===== config.mk =====
export PLATFORM = sky130hd
export DESIGN_NAME = demul_flat
export DESIGN_NICKNAME = d
export VERILOG_FILES = /design/src/rtl/demul_if.sv /design/src/rtl/demul.sv /design/src/flat_wrapper.sv
export SDC_FILE = /design/constraint.sdc
export NUM_CORES = 1
export LEC_CHECK = 0
export ABC_AREA = 1
export CORE_MARGIN = 4
export CORE_UTILIZATION = 51
export CTS_BUF_LIST = sky130_fd_sc_hd__clkbuf_8
export CTS_CLUSTER_DIAMETER = 30
export DETAILED_ROUTE_END_ITERATION = 12
export GPL_ROUTABILITY_DRIVEN = 0
export PLACE_DENSITY = 0.82
export SYNTH_ARGS = -nofsm -noshare
export SYNTH_HDL_FRONTEND = slang
export SYNTH_SLANG_ARGS = --single-unit
export TNS_END_PERCENT = 1

===== constraint.sdc =====
create_clock -name clk -period 1.61 [get_ports clk]
set_input_delay 0.161 -clock clk [delete_from_list [all_inputs] [get_ports clk]]
set_output_delay 0.161 -clock clk [all_outputs]
set_load 0.005 [all_outputs]

===== src/rtl/demul_if.sv =====
// Bundle of the demul bit-steering inputs and assembled-byte outputs.
// master drives the serial bit side, slave is the demultiplexer itself.
// No flow control: one bit is accepted on every cycle that we is high.
interface demul_if;
   logic       d;
   logic [3:0] sel;
   logic       we;
   logic       clr;
   logic [7:0] data_out;
   logic [7:0] written;
   logic [2:0] ptr;
   logic [7:0] byte_out;
   logic       byte_valid;

   modport master (
      output d, sel, we, clr,
      input  data_out, written, ptr, byte_out, byte_valid
   );

   modport slave (
      input  d, sel, we, clr,
      output data_out, written, ptr, byte_out, byte_valid
   );
endinterface


===== src/rtl/demul.sv =====
// Registered 1-to-8 bit demultiplexer that rebuilds a byte from a serial bit path.
// Latency: writes visible 1 cycle after we; completed byte + 1-cycle valid pulse 1 cycle after 8th bit.
// Backpressure: none; one bit accepted every cycle we is high, clr abandons the partial byte.
module demul (
   input  logic        clk,
   input  logic        rst,
   demul_if.slave      bus
);

   logic [7:0] r_data_out;
   logic [7:0] r_written;
   logic [2:0] r_ptr;
   logic [7:0] r_byte_out;
   logic       r_byte_valid;

   logic [2:0] w_idx;
   logic [7:0] w_onehot;
   logic [7:0] w_next_data;
   logic       w_write;
   logic       w_complete;

   // Target index: auto pointer when sel[3] is set, explicit index otherwise.
   assign w_idx       = bus.sel[3] ? r_ptr : bus.sel[2:0];
   assign w_onehot    = 8'd1 << w_idx;
   assign w_next_data = (r_data_out & ~w_onehot) | (bus.d ? w_onehot : 8'h00);
   // clr wins over we, so a write only counts when clr is low.
   assign w_write     = bus.we && !bus.clr;
   // Completion is the write that fills the last empty position of the mask;
   // rewriting an already-set position can never complete.
   assign w_complete  = w_write && ((r_written | w_onehot) == 8'hFF);

   // Storage, mask, pointer and completed-byte registers with pulse generation.
   always_ff @(posedge clk) begin
      if (rst) begin
         r_data_out   <= 8'h00;
         r_written    <= 8'h00;
         r_ptr        <= 3'd0;
         r_byte_out   <= 8'h00;
         r_byte_valid <= 1'b0;
      end else begin
         r_byte_valid <= 1'b0;
         if (bus.clr) begin
            r_written <= 8'h00;
            r_ptr     <= 3'd0;
         end else if (bus.we) begin
            r_data_out <= w_next_data;
            if (w_complete) begin
               r_byte_out   <= w_next_data;
               r_byte_valid <= 1'b1;
               r_written    <= 8'h00;
               r_ptr        <= 3'd0;
            end else begin
               r_written <= r_written | w_onehot;
               if (bus.sel[3]) begin
                  r_ptr <= r_ptr + 3'd1;
               end
            end
         end
      end
   end

   assign bus.data_out   = r_data_out;
   assign bus.written    = r_written;
   assign bus.ptr        = r_ptr;
   assign bus.byte_out   = r_byte_out;
   assign bus.byte_valid = r_byte_valid;

endmodule


===== src/flat_wrapper.sv =====
// flat-port wrapper written by rule: the top's interface ports become plain ports
module demul_flat 
  (clk, rst, bus_d, bus_sel, bus_we, bus_clr, bus_data_out, bus_written, bus_ptr, bus_byte_out, bus_byte_valid);
  demul_if bus_i ();
  input  logic clk;
  input  logic rst;
  input wire logic [$bits(bus_i.d)-1:0] bus_d;
  input wire logic [$bits(bus_i.sel)-1:0] bus_sel;
  input wire logic [$bits(bus_i.we)-1:0] bus_we;
  input wire logic [$bits(bus_i.clr)-1:0] bus_clr;
  output wire logic [$bits(bus_i.data_out)-1:0] bus_data_out;
  output wire logic [$bits(bus_i.written)-1:0] bus_written;
  output wire logic [$bits(bus_i.ptr)-1:0] bus_ptr;
  output wire logic [$bits(bus_i.byte_out)-1:0] bus_byte_out;
  output wire logic [$bits(bus_i.byte_valid)-1:0] bus_byte_valid;
  assign bus_i.d = bus_d;
  assign bus_i.sel = bus_sel;
  assign bus_i.we = bus_we;
  assign bus_i.clr = bus_clr;
  assign bus_data_out = bus_i.data_out;
  assign bus_written = bus_i.written;
  assign bus_ptr = bus_i.ptr;
  assign bus_byte_out = bus_i.byte_out;
  assign bus_byte_valid = bus_i.byte_valid;
  demul u_core (.clk(clk), .rst(rst), .bus(bus_i));
endmodule

Yosys cells after proc, flatten, opt, wreduce, memory -nomap -nowiden
Cells that the tools add are included.
W data, S select, Z words.
{"block": "op_classes", "add_sub_neg": 1, "eq_ne": 1, "shift": 1, "muxes": 6, "n_bitwise": 6, "n_reduce_logical": 9}
{"cell": "$mux W8", "n": 2}
{"cell": "$or A8 B8 Y8", "n": 2}
{"cell": "$mux W3", "n": 3}
{"cell": "$and A8 B8 Y8", "n": 1}
{"cell": "$eq A8 B8 Y1 const B", "n": 1}
{"cell": "$not A8 Y8", "n": 1}
{"cell": "$shl A1 B3 Y8 const A", "n": 1}
{"cell": "$reduce_and A2 Y1", "n": 2}
{"cell": "$add A3 B1 Y3 const B", "n": 1}
{"cell": "$reduce_and A3 Y1", "n": 1}
{"cell": "$reduce_or A3 Y1", "n": 1}
{"cell": "$logic_and A1 B1 Y1", "n": 2}
{"cell": "$not A1 Y1", "n": 2}
{"cell": "$reduce_bool A2 Y1", "n": 1}
{"cell": "$reduce_or A2 Y1", "n": 1}
{"cell": "$logic_not A1 Y1", "n": 1}
{"cell": "$mux W1", "n": 1}
{"block": "word_totals", "ff_bits": 28, "in_bits": 9, "output_inout_bits": 28, "word_cells": 29}

Logic depth before layout (Yosys ltp)
Gate-level depths: netlist (run 1).
{"block": "logic_depth", "word_depth": 7, "mapped_depth": 14, "ltp_nobuf": 13}

Least setup slack after synthesis (run 1)
No wires, ideal clock.
{"block": "synth_path", "path_type": "register -> register", "from": "reg u_core.r_ptr[2], in the netlist u_core.bus.ptr[2]", "to": "reg u_core.r_byte_out[0], in the netlist u_core.bus.byte_out[0]", "setup_ns": 0.113, "t_arrival_ns": 1.321, "required_ns": 1.497, "path_slack_ns": 0.176, "path_stages_with_launch": 11, "n_path_buf": 1, "period_less_slack_ns": 1.434, "path_cell_list": "dfxtp_1 -> nand2_1 -> nand2_2 -> nand3_2 -> nand2_2 -> nand2_1 -> nor2_2 -> nand3_2 -> buf_4 -> o21ai_1 -> nor2_1"}
{"block": "synth_via", "elab_chain_cells": 6, "word_cells_on_any_way": 10, "cone_classes": "1 x eq/ne; 1 x shift; 2 x mux; 4 x bitwise; 2 x reduce/logical"}
{"element": "from (decl)", "line": "demul.sv:12", "rtl": "logic [2:0] r_ptr;"}
{"element": "from (signal assigned)", "line": "demul.sv:55", "rtl": "r_ptr <= r_ptr + 3'd1;"}
{"element": "$mux W3 (*)", "line": "demul.sv:23", "rtl": "assign w_idx = bus.sel[3] ? r_ptr : bus.sel[2:0];"}
{"element": "$shl A1 B3 Y8 (*)", "line": "demul.sv:24", "rtl": "assign w_onehot = 8'd1 << w_idx;"}
{"element": "$or A8 B8 Y8", "line": "demul.sv:30", "rtl": "assign w_complete = w_write && ((r_written | w_onehot) == 8'hFF);"}
{"element": "$eq A8 B8 Y1", "line": "demul.sv:30"}
{"element": "$logic_and A1 B1 Y1", "line": "demul.sv:30"}
{"element": "$reduce_and A3 Y1 (no source line)"}
{"element": "to (signal assigned)", "line": "demul.sv:48", "rtl": "r_byte_out <= w_next_data;"}
{"element": "to (decl)", "line": "demul.sv:13", "rtl": "logic [7:0] r_byte_out;"}
Mark *: on every way between the ends. The rest lies on a longest branch, timed or not.
A chain may end at the register's enable or synchronous reset.

Worst setup path in the final report (run 1)
{"block": "layout_path", "from": "reg u_core.r_ptr[0], in the netlist u_core.bus.ptr[0]", "to": "reg u_core.r_ptr[1], in the netlist u_core.bus.ptr[1]"}
{"block": "layout_via", "elab_chain_cells": 7, "word_cells_on_any_way": 10, "cone_classes": "1 x add/sub; 1 x eq/ne; 1 x shift; 3 x mux; 1 x bitwise; 3 x reduce/logical"}
{"element": "$mux W3", "line": "demul.sv:23"}
{"element": "$shl A1 B3 Y8", "line": "demul.sv:24"}
{"element": "$or A8 B8 Y8", "line": "demul.sv:30"}
{"element": "$eq A8 B8 Y1", "line": "demul.sv:30"}
{"element": "$logic_and A1 B1 Y1", "line": "demul.sv:30"}
{"element": "$reduce_bool A2 Y1 (no source line)"}
{"element": "$reduce_and A2 Y1 (no source line)"}
Several ways; a longest one is shown, not always the timed one. The select of a mux whose other input is x is not followed.

==> impl_metrics.yaml, run 1 <==
drt:
  wl_per_cell_um: 12.9
  wl_um: 4100
  vias: 1610
  drtIter0Drc: 85
  vias_per_cell: 5.06
  postRouteAntennaNets: 0
  drc: 0
  drtPass1Iterations: 4
pwr:
  power.share.combinational_pct: 19.7
  power_switching_uw: 373
  seqPwrFrac_pct: 50.6
  irDropWorstVdd_mv: 0.866
  p_int_mw: 1.06
  pwr_density_cell_nw_per_um2: 630
  netSwitchingFraction_pct: 26.1
  p_total_mw: 1.43
  clkPwrFrac_pct: 29.7
  leakage_nw: 1.02
place:
  port-buffer-count: 36
  place.detailed.hpwl_um: 2710
  pre_cts_ws_ns: -0.388
setup_path:
  cp_common_cell: "nand2_2"
  crit_chain: "nand2_1, nand2_4, nand3_4, nand2_2, nand2_2, nor2_2, nand3_2, buf_6, nand2_2, nand2_2, nand2_1, nand2_1, nor2_1"
  cp_slowest_cell: "dfxtp_2"
  cp-end-kind: "flop"
  crit_family: "simple AND/OR/NAND/NOR gates"
  cp_max_fo: 5
  worstSetupPathType: "reg -> reg"
  slowest_delay_ns: 0.37
  crit_start: "u_core.bus.ptr[0]"
  arrival_ns: 1.84
  cp-start-kind: "flop"
  r2r_start: "u_core.bus.ptr[0]"
  critPathBufInv: 1
  worstPathRequired_ns: 1.82
grt:
  grt_pass1_vias: 1458
  antenna_found_initial: 0
  met2_usage_pct: 34.6
  track_usage_pct: 19.7
  grt_pass1_wl_um: 6460
  grt.met1_usage_pct: 24.0
  busiest_layer: "met2"
  grt_max_degree: 17
  grt-ovfl-total: 0
  use_met3_pct: 4.14
clock_network:
  cts_root_buf: "clkbuf_8"
  clock-sinks: 28
  insertion_delay_ns: 0.27
  cts_tree: "yes"
  path_clk_slew_ns: 0.09
  hold_buffers: 0
  htreeDepth: 1
  cts_buffers: 3
  clk_path_buf_depth: 2
timing:
  setup_violations: 1
  maxSlewViolCount: 0
  period_needed_ns: 1.62
  max_freq_mhz: 616
  tightest_slew_ns: 0.547
  finalHoldViolCount: 0
  hold_slack_ns: 0.485
  timing.final.ws_setup_ns: -0.0121
  slew-limit-headroom_pct: 63.4
  grt_setup_unrepaired: "yes"
  fin_skew_ns: 0.00603
  finalCritPeriodShare_pct: 101
die:
  die_y_um: 62.1
  core_um2: 2780
  die_area_um2: 3860
  die_w_um: 62.1
  io_pins: 37
  rows: 19
  start_util_pct: 53.8
synthesis:
  synth-seq-cells: 28
  synthAdderAreaFrac_pct: 0.837
  yosys.cell_count.top_type: "nand2_1"
  ys_warn_count: 0
  synth_xor_area_share_pct: 0.586
  mappedNetlistArea_um2: 1500
  muxShareOfSynthArea_pct: 0
  yosys.area_share.simple_pct: 34.7
  yosys.area.top_type: "dfxtp_1"
  synth_common_cells: "47 x nand2_1, 38 x inv_1, 28 x dfxtp_1"
  synth_area_leaders: "dfxtp_1 37%, nand2_1 12%, inv_1 9.5%"
  synth-async-reset-ratio_pct: 0
  ys.flop_type: "dfxtp_1"
  synth.distinct_cells: 20
  ys_seq_area_share_pct: 37.5
  synthCells: 219
  synth-compound-area-share_pct: 14.1
  synth_top_family_by_area: "simple AND/OR/NAND/NOR gates"
  avgSynthCellArea_um2: 6.83
  syn_nets: 229
  yosysTopAreaCellShare_pct: 37.5
  synth-edff-count: 0
run:
  max-cap-violations: 0
finish:
  syn_to_final_growth_pct: 51.8
  fin_util_pct: 81.6
  design.final.nets: 298
  drive_above_1_share_pct: 30.0
  antennaDiodeCount: 0
hold_path:
  hp-class: "reg -> reg"
  min-delay-start: "u_core.bus.byte_out[2]"
run_status:
  status: "finished, violations left"
  violations: "setup timing"
repair_timing:
item / 4_1_cts / 5_1_grt
setup endpoints to repair: 19 / 19
pin swaps: 3 / 12
buffers inserted: 1 / 4
gates resized for setup: 12 / 21
gates cloned: 0 / 0
cell type report:
class | count | area [um^2]
Sequential cell | 28 | 564
Tap cell | 31 | 38.8
Clock buffer | 4 | 55.1
Timing Repair Buffer | 68 | 618
Multi-Input combinational cell | 147 | 833
Inverter | 40 | 160
Fill cell | 179 | 512
per-layer routing:
layer,share of wire [%],wire length [um]
met1,42,1730
met3,5.9,241
met2,50,2040
met5,0,0
met4,2.2,92
tightest hold or removal path: stages, from the launching register on:
cell and delay, ns:
dfxtp_1 0.33, nor2_1 0.05, nor2_1 0.08
worst paths after layout:
kind	end	slack, ns	cells past startpoint
max	u_core.bus.ptr[1]	-0.01	13
min	u_core.bus.byte_out[2]	0.48	2
max reg2reg	u_core.bus.ptr[1]	-0.01	13
min reg2reg	u_core.bus.byte_out[2]	0.48	2
per-stage QoR:
step                std cells  cell area (um^2)  TNS (ns)
floorplan                 219              1500         0
global placement          309              2070     -7.02
detailed placement        309              2070     -7.97
CTS                       314              2170         0
global route              318              2270    -0.626
finish                    318              2270   -0.0121
kinds of logic after synthesis:
family	after synthesis
AND/OR/NAND/NOR	103
buffers and inverters	44
AO/OA/AOI/OAI	42
flip-flops	28
XOR/XNOR	1
adder cells (fa/ha/maj)	1
cell usage in the layout, fill, tap and decap left out, drive strengths merged:
| cell | count |
|---|---|
| clkdlybuf4s50 | 32 |
| inv | 40 |
| nand4 | 2 |
| nand3 | 10 |
| xor2 | 1 |
| clkbuf | 4 |
| buf | 32 |
| nor2 | 25 |
| o21ai | 24 |
| dlygate4sd2 | 1 |
| nand2 | 66 |
| dfxtp | 28 |
| ha | 1 |
| dlymetal6s2s | 3 |
| a21oi | 18 |
flip-flops by register name, summed over array words and instances, names as in the netlist:
name,count
u_core.bus.byte_out,8
u_core.bus.byte_valid,1
u_core.bus.data_out,8
u_core.bus.ptr,3
u_core.bus.written,8
power groups by stage:
stage	combinational [mW]	clock [mW]	sequential, mW
after CTS	0.254	0.430	0.722
after global routing	0.308	0.456	0.726
final	0.282	0.425	0.723
after floorplan	0.129	0	0.738
after global placement	0.239	0	0.738
after detailed placement	0.243	0	0.738
No activity file was read; power rests on OpenSTA's default activity.
==> inputs of run 2 (changes only) <==
- CORE_MARGIN: 4 -> 5
==> impl_metrics.yaml, run 2 (synthesized netlist as in run 1, its figures left out) <==
hold_path:
  hp-class: "reg -> reg"
  hold_end: "u_core.bus.written[4]"
  min_path_cells: 2
  min-delay-start: "u_core.bus.written[4]"
clock_network:
  clk_path_buf_depth: 2
  hold_buffers: 0
  clock-sinks: 28
  insertion_delay_ns: 0.28
  path_clk_slew_ns: 0.09
  cts_buffers: 3
  htreeDepth: 1
  cts_tree: "yes"
  cts_root_buf: "clkbuf_8"
finish:
  layout_commonest_cell: "inv_1"
  antennaDiodeCount: 0
  drive_above_1_share_pct: 32.6
  final_cell_mix: "35 x inv_1, 34 x nand2_1, 34 x clkdlybuf4s50_1"
  design.final.nets: 299
  syn_to_final_growth_pct: 61.4
  fin_util_pct: 86.8
  fillers: 152
setup_path:
  ff2ff_setup_slack_ns: -0.04
  r2r-end: "u_core.bus.ptr[1]"
  r2r_start: "u_core.bus.ptr[0]"
  worstSetupPathType: "reg -> reg"
  cp-start-kind: "flop"
  cp_max_fo: 5
  cp-end-kind: "flop"
  worstPathRequired_ns: 1.82
  arrival_ns: 1.86
  reg2reg_depth: 14
grt:
  grt-ovfl-total: 0
  grt_pass1_vias: 1440
  track_usage_pct: 19.0
  grt_max_degree: 17
  antenna_found_initial: 0
  grt_pass1_wl_um: 6500
timing:
  setup_violations: 2
  period_needed_ns: 1.65
  finalCritPeriodShare_pct: 103
  grt_setup_unrepaired: "yes"
  fin_skew_ns: 0.00550
  finalHoldViolCount: 0
  slew-limit-headroom_pct: 64.1
  tightest_slew_ns: 0.536
  max_freq_mhz: 605
  maxSlewViolCount: 0
  timing.final.ws_setup_ns: -0.0420
  hold_slack_ns: 0.485
die:
  rows: 19
  die_w_um: 64.1
  core_um2: 2780
  io_pins: 37
  die_y_um: 64.1
  start_util_pct: 53.8
  die_area_um2: 4110
drt:
  wl_per_cell_um: 15.8
  postRouteAntennaNets: 0
  drc: 0
  vias: 1698
  drtIter0Drc: 98
  vias_per_cell: 5.32
  wl_um: 5050
  drtPass1Iterations: 4
place:
  pre_cts_ws_ns: -0.406
  place.detailed.hpwl_um: 2810
  port-buffer-count: 36
pwr:
  pwr_density_cell_nw_per_um2: 664
  leakage_nw: 1.06
  irDropWorstVdd_mv: 0.714
run_status:
  status: "finished, violations left"
  violations: "setup timing"
run:
  max-cap-violations: 0
## run 2: changes by cell type in the layout (fill, tap and decap cells not counted), sizes merged
cell           delta
clkdlybuf4s50     +2
buf               +1
bufinv            +1
clkbuf            -1
clkinv            +1
dlygate4sd2       -1
dlymetal6s2s      -1
inv               -1
## run 2: worst max-delay path by stage
stage | cells past startpoint | from | endpoint | slack (ns)
4_1_cts | 15 | bus_sel[3] | u_core.bus.ptr[1] | -0.05
5_1_grt | 15 | bus_sel[0] | u_core.bus.ptr[1] | -0.13
2_1_floorplan | 10 | u_core.bus.ptr[2] | u_core.bus.byte_out[0] | 0.18
6_report | 14 | u_core.bus.ptr[0] | u_core.bus.ptr[1] | -0.04
3_3_place_gp | 13 | bus_sel[3] | u_core.bus.byte_out[3] | -0.37
3_5_place_dp | 13 | bus_sel[3] | u_core.bus.byte_out[7] | -0.41
## run 2: timing repair
item,in CTS,in global routing
endpoints found under the hold margin,0,0
cloned,0,0
endpoints found under the setup margin,19,22
pin swaps,8,22
setup buffers,2,6
gates resized for setup,7,51
## run 2: where the power goes
| part | internal (mW) | switching [mW] |
|---|---|---|
| Combinational | 0.143 | 0.185 |
| Clock | 0.333 | 0.219 |
| Sequential | 0.706 | 0.0143 |
## run 2: cell type report
class | count | area (um^2) | share of cell area, %
Multi-Input combinational cell | 147 | 938 | 38.9
Timing Repair Buffer | 69 | 628 | 26.0
Sequential cell | 28 | 569 | 23.6
Inverter | 40 | 168 | 6.95
Clock buffer | 3 | 41.3 | 1.71
Tap cell | 31 | 38.8 | 1.61
Clock inverter | 1 | 30.0 | 1.24
## run 2: through the flow
step	setup TNS, ns	instance area (um^2)	total power [mW]	cells
floorplan	0	1500	0.867	219
global placement	-7.62	2060	0.973	307
detailed placement	-8.41	2060	0.979	307
CTS	-0.471	2160	1.53	313
global route	-0.687	2410	1.66	319
finish	-0.0540	2410	1.60	319
## run 2: critical path: stages (launching register included)
cell and delay (ns):
dfxtp_2 0.35, inv_2 0.09, nand2_4 0.07, nand2_8 0.11
nand3_4 0.09, nand2_2 0.10, nand2_2 0.08, nor2_2 0.09
nand3_2 0.09, buf_6 0.14, nand2_4 0.06, nand2_4 0.06
nand2_2 0.05, nand2_1 0.05, nor2_1 0.13
## run 2: metal layers
| layer | vias up | wire, um | GRT usage (%) | part of all wire (%) |
|---|---|---|---|---|
| li1 | 814 | - | - | - |
| met1 | 794 | 2150 | 24.4 | 43 |
| met2 | 74 | 2430 | 33.0 | 48 |
| met3 | 16 | 338 | 2.98 | 6.7 |
| met4 | 0 | 138 | 5.34 | 2.7 |
| met5 | - | 0 | 0 | 0 |
